<file path="src/rtl/pwm_pkg.sv">
// Constants, state encoding and helper functions shared by the packet-gated
// PWM generator and its measurement counterpart.
package pwm_pkg;

  localparam int SAMPLE_DIV    = 1001;
  localparam int NUM_SAMPLES   = 100;
  localparam int PACKET_SAMPLE = 1666;
  localparam int GAP_SAMPLES   = 101;
  localparam int LOST_SAMPLES  = 3332;

  typedef enum logic [1:0] {
    ST_IDLE = 2'd0,
    ST_HIGH = 2'd1,
    ST_LOW  = 2'd2,
    ST_GAP  = 2'd3
  } meas_state_t;

  function automatic logic [7:0] sat_inc8(input logic [7:0] v);
    return (v == 8'hFF) ? v : v + 8'd1;
  endfunction

  function automatic logic [10:0] sat_inc11(input logic [10:0] v);
    return (v == 11'h7FF) ? v : v + 11'd1;
  endfunction

  function automatic logic [11:0] sat_inc12(input logic [11:0] v);
    return (v == 12'hFFF) ? v : v + 12'd1;
  endfunction

  function automatic logic maj3(input logic [2:0] v);
    return (v[0] & v[1]) | (v[1] & v[2]) | (v[0] & v[2]);
  endfunction

endpackage

</file>
<file path="src/rtl/pwm_in_sampler.sv">
// Synchronizes pwm_in, generates the sample tick and provides the current and
// previous sampled levels. Optional 2-of-3 filter: PWM_PACKET_MEAS_GLITCH_FILTER_EN.
module pwm_in_sampler #(
  parameter int SAMPLE_DIV = pwm_pkg::SAMPLE_DIV
) (
  input  logic clk_100m,
  input  logic rst_n,
  input  logic pwm_in,
  output logic s,
  output logic s_prev,
  output logic tick
);
  import pwm_pkg::*;

  localparam int DIV_W = (SAMPLE_DIV > 1) ? $clog2(SAMPLE_DIV) : 1;
  localparam logic [DIV_W-1:0] DIV_LAST = DIV_W'(SAMPLE_DIV - 1);

  logic             sync1_r;
  logic             sync2_r;
  logic [DIV_W-1:0] div_cnt_r;
  logic             term_s;
  logic             cur_s;
  logic             s_prev_r;
  logic             tick_r;

  assign term_s = (div_cnt_r == DIV_LAST);

  // Input synchronizer and sample-tick divider
  always_ff @(posedge clk_100m or negedge rst_n) begin
    if (!rst_n) begin
      sync1_r   <= 1'b1;
      sync2_r   <= 1'b1;
      div_cnt_r <= '0;
      tick_r    <= 1'b0;
      s_prev_r  <= 1'b1;
    end else begin
      sync1_r  <= pwm_in;
      sync2_r  <= sync1_r;
      tick_r   <= term_s;
      if (term_s) begin
        div_cnt_r <= '0;
        s_prev_r  <= cur_s;
      end else begin
        div_cnt_r <= div_cnt_r + {{(DIV_W-1){1'b0}}, 1'b1};
      end
    end
  end

`ifdef PWM_PACKET_MEAS_GLITCH_FILTER_EN
  logic [2:0] hist_r;

  // Three-sample history; the level is their majority
  always_ff @(posedge clk_100m or negedge rst_n) begin
    if (!rst_n) begin
      hist_r <= 3'b111;
    end else if (term_s) begin
      hist_r <= {hist_r[1:0], sync2_r};
    end
  end

  assign cur_s = maj3(hist_r);
`else
  logic raw_r;

  // Single raw sample per tick
  always_ff @(posedge clk_100m or negedge rst_n) begin
    if (!rst_n) begin
      raw_r <= 1'b1;
    end else if (term_s) begin
      raw_r <= sync2_r;
    end
  end

  assign cur_s = raw_r;
`endif

  assign s      = cur_s;
  assign s_prev = s_prev_r;
  assign tick   = tick_r;

endmodule

</file>
<file path="src/rtl/pwm_packet_meas.sv">
// Measures PWM high time, period, burst length, packet period and loss of
// signal on the sample grid. Optional input filter: PWM_PACKET_MEAS_GLITCH_FILTER_EN.
module pwm_packet_meas #(
  parameter int SAMPLE_DIV   = pwm_pkg::SAMPLE_DIV,
  parameter int NUM_SAMPLES  = pwm_pkg::NUM_SAMPLES,
  parameter int GAP_SAMPLES  = pwm_pkg::GAP_SAMPLES,
  parameter int LOST_SAMPLES = pwm_pkg::LOST_SAMPLES
) (
  input  logic        clk_100m,
  input  logic        rst_n,
  input  logic        pwm_in,
  output logic [7:0]  pwm_high,
  output logic [7:0]  pwm_period,
  output logic        pwm_valid,
  output logic [10:0] burst_len,
  output logic [10:0] packet_period,
  output logic        packet_valid,
  output logic        sig_lost
);
  import pwm_pkg::*;

  // A gap no longer than a nominal period would split normal cycles into bursts
  localparam int GAP_EFF = (GAP_SAMPLES > NUM_SAMPLES) ? GAP_SAMPLES : NUM_SAMPLES + 1;
  localparam logic [11:0] GAP_CNT  = 12'(GAP_EFF);
  localparam logic [11:0] LOST_CNT = 12'(LOST_SAMPLES);

  logic        s_s, s_prev_s, tick_s;
  logic        rise_s, fall_s, lost_s;
  meas_state_t state_r;
  logic [7:0]  hi_cnt_r, per_cnt_r;
  logic [10:0] burst_cnt_r, burst_end_r, pkt_cnt_r;
  logic [11:0] low_run_r, no_edge_r;
  logic        have_pkt_r;

  pwm_in_sampler #(.SAMPLE_DIV(SAMPLE_DIV)) u_sampler (
    .clk_100m (clk_100m),
    .rst_n    (rst_n),
    .pwm_in   (pwm_in),
    .s        (s_s),
    .s_prev   (s_prev_s),
    .tick     (tick_s)
  );

  assign rise_s = tick_s & s_s & ~s_prev_s;
  assign fall_s = tick_s & ~s_s & s_prev_s;
  assign lost_s = tick_s & ~rise_s & (sat_inc12(no_edge_r) == LOST_CNT);

  // Measurement FSM, counters and registered outputs
  always_ff @(posedge clk_100m or negedge rst_n) begin
    if (!rst_n) begin
      state_r       <= ST_IDLE;
      hi_cnt_r      <= 8'd0;
      per_cnt_r     <= 8'd0;
      burst_cnt_r   <= 11'd0;
      burst_end_r   <= 11'd0;
      pkt_cnt_r     <= 11'd0;
      low_run_r     <= 12'd0;
      no_edge_r     <= 12'd0;
      have_pkt_r    <= 1'b0;
      pwm_high      <= 8'd0;
      pwm_period    <= 8'd0;
      pwm_valid     <= 1'b0;
      burst_len     <= 11'd0;
      packet_period <= 11'd0;
      packet_valid  <= 1'b0;
      sig_lost      <= 1'b1;
    end else begin
      pwm_valid    <= 1'b0;
      packet_valid <= 1'b0;
      if (tick_s) begin
        if (rise_s) begin
          no_edge_r <= 12'd0;
          sig_lost  <= 1'b0;
        end else begin
          no_edge_r <= sat_inc12(no_edge_r);
        end
        if (lost_s) begin
          sig_lost      <= 1'b1;
          pwm_high      <= 8'd0;
          pwm_period    <= 8'd0;
          burst_len     <= 11'd0;
          packet_period <= 11'd0;
          have_pkt_r    <= 1'b0;
          state_r       <= ST_IDLE;
        end else begin
          if (state_r != ST_IDLE) begin
            pkt_cnt_r <= sat_inc11(pkt_cnt_r);
          end
          case (state_r)
            ST_IDLE: begin
              if (rise_s) begin
                hi_cnt_r    <= 8'd1;
                per_cnt_r   <= 8'd1;
                burst_cnt_r <= 11'd1;
                pkt_cnt_r   <= 11'd1;
                state_r     <= ST_HIGH;
              end
            end
            ST_HIGH: begin
              per_cnt_r   <= sat_inc8(per_cnt_r);
              burst_cnt_r <= sat_inc11(burst_cnt_r);
              if (fall_s) begin
                burst_end_r <= burst_cnt_r;
                low_run_r   <= 12'd1;
                state_r     <= ST_LOW;
              end else begin
                hi_cnt_r <= sat_inc8(hi_cnt_r);
              end
            end
            ST_LOW: begin
              burst_cnt_r <= sat_inc11(burst_cnt_r);
              if (rise_s) begin
                pwm_high   <= hi_cnt_r;
                pwm_period <= per_cnt_r;
                pwm_valid  <= 1'b1;
                hi_cnt_r   <= 8'd1;
                per_cnt_r  <= 8'd1;
                low_run_r  <= 12'd0;
                state_r    <= ST_HIGH;
              end else begin
                per_cnt_r <= sat_inc8(per_cnt_r);
                low_run_r <= sat_inc12(low_run_r);
                // The unfinished last cycle of the burst is dropped here
                if (sat_inc12(low_run_r) == GAP_CNT) begin
                  burst_len <= burst_end_r;
                  state_r   <= ST_GAP;
                end
              end
            end
            ST_GAP: begin
              if (rise_s) begin
                if (have_pkt_r) begin
                  packet_period <= pkt_cnt_r;
                end
                have_pkt_r   <= 1'b1;
                packet_valid <= 1'b1;
                pkt_cnt_r    <= 11'd1;
                hi_cnt_r     <= 8'd1;
                per_cnt_r    <= 8'd1;
                burst_cnt_r  <= 11'd1;
                state_r      <= ST_HIGH;
              end
            end
            default: state_r <= ST_IDLE;
          endcase
        end
      end
    end
  end

endmodule

</file>
<file path="config.mk">
export PLATFORM = sky130hd
export DESIGN_NAME = pwm_packet_meas
export DESIGN_NICKNAME = d
export VERILOG_FILES = /design/src/rtl/pwm_pkg.sv /design/src/rtl/pwm_in_sampler.sv /design/src/rtl/pwm_packet_meas.sv
export SDC_FILE = /design/constraint.sdc
export NUM_CORES = 1
export LEC_CHECK = 0
export ABC_CLOCK_PERIOD_IN_PS = 6430
export CAP_MARGIN = 0
export CELL_PAD_IN_SITES_DETAIL_PLACEMENT = 0
export CELL_PAD_IN_SITES_GLOBAL_PLACEMENT = 1
export CORE_ASPECT_RATIO = 1.1
export CORE_UTILIZATION = 50
export CTS_CLUSTER_DIAMETER = 50
export CTS_CLUSTER_SIZE = 16
export DETAILED_ROUTE_END_ITERATION = 8
export GPL_ROUTABILITY_DRIVEN = 0
export MAX_ROUTING_LAYER = met4
export PLACE_DENSITY_LB_ADDON = 0.1
export SYNTH_ARGS = -nofsm -noshare
export SYNTH_HDL_FRONTEND = slang
export SYNTH_SLANG_ARGS = --single-unit
</file>
<file path="constraint.sdc">
create_clock -name clk_100m -period 6.43 [get_ports clk_100m]
set_input_delay 0.643 -clock clk_100m [delete_from_list [all_inputs] [get_ports clk_100m]]
set_output_delay 0.643 -clock clk_100m [all_outputs]
set_load 0.05 [all_outputs]
</file>
==> results.md <==
- register share of total power: 47.0%
- Starting Density: 51.7%
- hold_buf cts: 0
- number of input and output port buffers inserted: 43
- Crit. End Element: register
- Chip Height: 125 um
- slew at the pin with the worst max-slew slack: 1.20 ns
- worst-case vdd ir drop: 0.000162 V
- part of the power in the clock network: 52.0%
- Lkg Pwr: 3.63 nW
- final critical-path required period: 3.41 ns
- clock tree from TritonCTS: built
- final core occ: 59.6%
- most common cell in the synthesized netlist: dfrtp_1
- multi-input combinational cell area: 3310 um2
- number of synthesis warnings: 0
- initial DRC count: 366
- top cells by area in the synthesized netlist: dfrtp_1 (46%), nand2_1 (5.0%), a21oi_1 (4.7%)
- first-pass detailed-route iteration total: 5
- fraction of the yosys area taken by sequential cells: 48.1%
- maximum root-to-sink buffer count: 2
- share of the synthesized area in the top cell type: 46.1%
- total congestion overflow after global routing: 0
- total setup violations reported at the end of the flow: 0
- via count: 5499
- largest net degree at the start of global routing: 80
- crit path kind: register to register
- post-synthesis async set-or-reset flop share: 100%
- residual antenna-violating net count after detailed routing: 0
- largest fanout on the critical path: 30
- Post-Route WL: 15600 um
- status: finished, final reports clean
- max-slew violation total from the final report: 0
- Crit path required time: 6.73 ns
- largest area contributor in the netlist: dfrtp_1
- highest clock rate: 293 MHz
- number of endpoints with negative hold slack in the final report: 0
- internal power: 1.41 mW
- distinct cell type count of the synthesized netlist: 66
- category of the worst setup path launch point: register
- number of placed I/O pins: 44
- Post-Route Setup TNS: 0 ns
- EDFF count, synth: 0
- number of antenna repair diodes: 0
- core area: 13300 um2
- switching pwr: 0.365 mW
- net count after synthesis: 733
- worst max-slew margin expressed relative to the limit: 19.9%
- combinational share of power: 1.0%
- layout cells sized above 1: 10.1%
- number of max-cap violations: 0
- power density normalized to cell area: 223 nW/um2
- Tot GR Track Use: 24.6%
- HPWL after detailed placement: 10400 um
- DIE AREA: 14200 um2
- Clock Sinks: 132
- detail-routed net length per standard cell: 16.6 um
- primary flip-flop cell chosen by synthesis mapping: dfrtp_1
- root buffer selected by CTS: clkbuf_16
- Syn Area/Cell: 9.59 um2
- flip-flop and latch area: 3310 um2
- Layout Skew: 0.00727 ns
- number of levels the H-tree was split into: 4
- unrepaired setup endpoints after global routing: false
- cts bufs inserted: 17
- top cells by count, synth: dfrtp_1 (127), nand2_1 (92), nor2_1 (69)
- share of the clock period used by the worst path after layout: 53.0%
- worst-skew pair later-pin latency: 0.42 ns
- area of the mapped netlist: 6890 um2
- average via count per standard cell: 5.83
- Die X-Extent: 114 um
- number of antenna violations at the first check in global routing: 0
- number of global-route vias before repair: 5488
- fraction of power spent switching nets: 20.6%
- classification of the worst-slack hold path: register to register
- arrival time worst endpoint: 3.71 ns
- total DRC errors in the routed layout: 0
- fill cell total of the finished layout: 1155
- global-route wire length before repair: 26900 um
- cells resized by post-CTS repair: 0
- synthesis-to-layout area growth: 15.2%
- Clock Pin Slew Worst Setup and Hold Paths: 0.06 ns
- count of state elements after synthesis: 132
- count of buffers added by post-CTS timing repair for setup: 0
- count of mapped cells out of synthesis: 718
- Row Count: 44
- total number of nets in the final design: 763
==> sequential cells by signal (all words and copies together), names as in the netlist, 10 cells and up <==
signal / flops
burst_cnt_r: 11
burst_end_r: 11
burst_len: 11
low_run_r: 12
no_edge_r: 12
packet_period: 11
pkt_cnt_r: 11
u_sampler.div_cnt_r: 10
==> cell type report <==
| cell class | instances | area share (%) |
|---|---|---|
| Tap cell | 184 | 2.90 |
| Timing Repair Buffer | 47 | 5.77 |
| Clock inverter | 11 | 1.40 |
| Inverter | 17 | 0.804 |
| Multi-Input combinational cell | 533 | 41.8 |
| Clock buffer | 20 | 5.63 |
| Sequential cell | 132 | 41.7 |
==> power groups by stage <==
stage | clock network, mW | registers (mW) | logic (mW)
detailed placement | 0 | 0.847 | 0.0189
finish | 0.922 | 0.833 | 0.0172
CTS | 0.939 | 0.832 | 0.0190
floorplan | 0 | 0.847 | 0.00000637
global route | 0.978 | 0.832 | 0.0214
global placement | 0 | 0.847 | 0.0183
==> worst max-delay path: stages (launching register included) <==
cell	delay, ns
dfrtp_1	0.99
nand2_1	0.63
nand2_1	0.38
nor3_4	0.06
a31oi_2	0.81
mux2_2	0.42
==> cells in the final DEF, fill, tap and decap left out, types with 4 or more instances in the layout <==
master and instances:
a21o_1 5, o21ai_0 40, or3_1 7, nor2b_1 9, o31ai_1 10, mux2i_1 13, ha_1 12, or4_1 5
o22ai_1 4, and2b_1 7, nand2b_1 5, clkbuf_16 17, clkdlybuf4s50_1 42, a31oi_1 11, clkinv_2 7, nand3_1 30
nor3_1 5, and4_1 5, a22o_1 10, nand4_1 14, inv_1 16, xnor2_1 7, a21oi_1 64, mux2_4 10
nor2_1 69, and3_1 22, and2_1 9, dfstp_2 5, a41oi_1 5, nand2_1 92, dfrtp_1 127, buf_4 5
mux2_2 17
==> worst paths after layout <==
kind,endpoint,cells after the start,start,slack (ns)
hold reg to reg,u_sampler.sync2_r,0,u_sampler.sync1_r,0.35
max in group asynchronous,low_run_r[4],2,rst_n,4.78
min in group asynchronous,burst_end_r[7],1,rst_n,0.37
setup / recovery,burst_len[10],5,u_sampler.tick,3.02
hold / removal,u_sampler.sync2_r,0,u_sampler.sync1_r,0.35
setup reg to reg,burst_len[10],5,u_sampler.tick,3.02
==> layer usage <==
layer / share of wire [%] / GRT usage, %
met4: 1.4 / 7.56
met2: 49 / 39.1
met1: 47 / 31.5
met5: 0 / -
met3: 3.2 / 5.04
==> cell families after synthesis <==
family | after synthesis | share of synthesized area, %
simple gates | 292 | 20.9
fa+ha+maj | 12 | 2.18
mux | 40 | 6.85
flops | 132 | 48.1
xor+xnor | 10 | 1.27
buf+inv | 53 | 3.82
compound gates | 179 | 16.9
==> stage by stage <==
stage / total power [mW] / area, um2 / setup WS (ns) / cells / hold slack, ns
global route: 1.83 / 7930 / 2.79 / 944 / 0.360
floorplan: 0.847 / 6890 / 3.87 / 718 / 0.345
global placement: 0.865 / 7380 / 3.20 / 913 / 0.347
CTS: 1.79 / 7930 / 2.99 / 944 / 0.355
detailed placement: 0.866 / 7380 / 3.01 / 913 / 0.348
finish: 1.77 / 7930 / 3.02 / 944 / 0.354
(Power assumes the default switching activity.)
==> RTL change, RTL diff (same flow settings) <==
Build with the macro `PWM_PACKET_MEAS_GLITCH_FILTER_EN` defined.
--- a/src/rtl/pwm_in_sampler.sv
+++ b/src/rtl/pwm_in_sampler.sv
@@ -2,2 +2,4 @@
 // previous sampled levels. Optional 2-of-3 filter: PWM_PACKET_MEAS_GLITCH_FILTER_EN.
+`define PWM_PACKET_MEAS_GLITCH_FILTER_EN
+
 module pwm_in_sampler #(
Behaviour: same outputs for any inputs over 10 cycles, from zero or initial values and one cycle with rst_n low; that may be too few to reach the edited logic, so the function may still have changed.
==> RTL change against the original RTL <==
- setup slack got worse by 0.23 ns
- clock power rose by 5.0%
- clock skew fell by 0.0027 ns
- routed wire length fell by 11%
- final area fell by 1.4%
- sequential cell count rose by 2
- power rose by 3.3%
- non-clock buffer count did not move
- hold slack got worse by 0.039 ns
- area after synthesis fell by 2.1%
- critical endpoint is now burst_end_r[0]
- largest cell class is now sequential cells
==> RTL change: results (changes against the original RTL) <==
switch share=19.5% (-1.1 points); drt pass-1 iters=4 (-1); P_leak=3.39 nW (-6.7%); WL met1=6530 um (-11%); comb_multi_in=514 (-3.6%); PD cells=234 nW/um^2 (+4.8%); combinational share of power=less than 1%; Fill cells=1137 (-1.6%); R2R depth=6 (+1); Post-Layout Inst Area=7830 sq um (-1.4%); fraction of layout cells with a size suffix above 1=9.18% (-0.96 points); Area contributors post-synth=dfrtp_1 47%, nand2_1 6.7%, o21ai_0 3.3%; Reg2Reg Setup Slack=2.79 ns (-0.23 ns); routing usage on met3=4.14% (-0.90 points); met2 routed WL=6790 um (-10%); status=finished, final reports clean; register area share after synthesis=49.9% (+1.8 points); Signal inverters=25 (+8); Clock-cell share=7.58% (+0.54 points); number of clock-tree buffers in the layout=23 (+15%); DR WL/cell=15.2 um (-8.1%); area post-placement=7230 sq um (-1.9%); number of global-route vias before repair=5017 (-8.6%); Worst setup EP type=register; DRT iter0 DRCs=293 (-20%); met2 GRT Util=37.2% (-1.9 points); hold crit path type=primary input to asynchronous set/reset pin; Tcrit/Tclk final=56.6% (+3.6 points); FF+latch area=3360 sq um (+1.6%); Post-CTS Setup Inserts=0 (unchanged); Largest regs=low_run_r (12), no_edge_r (12); CP startpoint=u_sampler.tick; Via density=5.68 (-2.5%); CP Max Fanout=28 (-6.7%); worst-margin pin slew=1.23 ns (+0.0381 ns); fraction of area in multi-input gates=39.8% (-1.9 points); met1 GRT Util=28.1% (-3.4 points); Layout Nets=754 (-1.2%); Ant. Diodes=0 (unchanged); ys flop type=dfrtp_1; clock share of power=52.9% (+0.9 points); DP Wirelength=9390 um (-9.6%); WP data arrival=3.94 ns (+0.23 ns); CTS Buffer Depth=2 (unchanged); synth unique cells=67 (+1.5%); Synth Area per Inst=9.55 sq um (-0.43%); gr usage total=22.5% (-2.1 points); final clock skew=0.00452 ns (-0.00275 ns); sequential cell count=134 (+1.5%); first-pass GRT wire length=24000 um (-11%); metal3 WL=389 um (-22%); CTS buffer count=17 (unchanged); maximum VDD drop=176 uV (+8.7%); buffering overhead=5.85% (+0.079 points); post-synthesis net count=721 (-1.6%); top layer in use=met4; htree depth=4 (unchanged); reg2reg end=burst_end_r[0]; Post-synth top cells=127 x dfrtp_1, 121 x nand2_1, 58 x nor2_1, 45 x o21ai_0, 43 x a21oi_1; largest net degree at the start of global routing=73 (-8.8%)
RTL change: cells by family (layout without fill, tap and decap cells):
| family | count (synthesis) | in the layout | synth area share (%) |
|---|---|---|---|
| simple gates | 299 | 299 | 21.4 |
| compound gates | 141 | 141 | 12.9 |
| flops | 134 | 134 | 49.9 |
| buf+inv | 58 | 104 | 3.90 |
| mux | 33 | 33 | 5.92 |
| xor+xnor | 28 | 28 | 3.64 |
| fa+ha+maj | 13 | 13 | 2.39 |
RTL change: critical path, delay by kind of cell, from the launching register on:
| family | cells | cell delay, ns |
|---|---|---|
| AO/OA/AOI/OAI | 1 | 0.34 |
| buffers and inverters | 1 | 0.27 |
| flip-flops | 1 | 0.99 |
| AND/OR/NAND/NOR | 3 | 1.58 |
| multiplexers | 1 | 0.35 |
RTL change: through the flow:
step	hold WS, ns	std cells
after CTS	0.350	913
after floorplan	0.345	706
final	0.315	913
after detailed placement	0.349	881
after global routing	0.358	913
after global placement	0.348	881
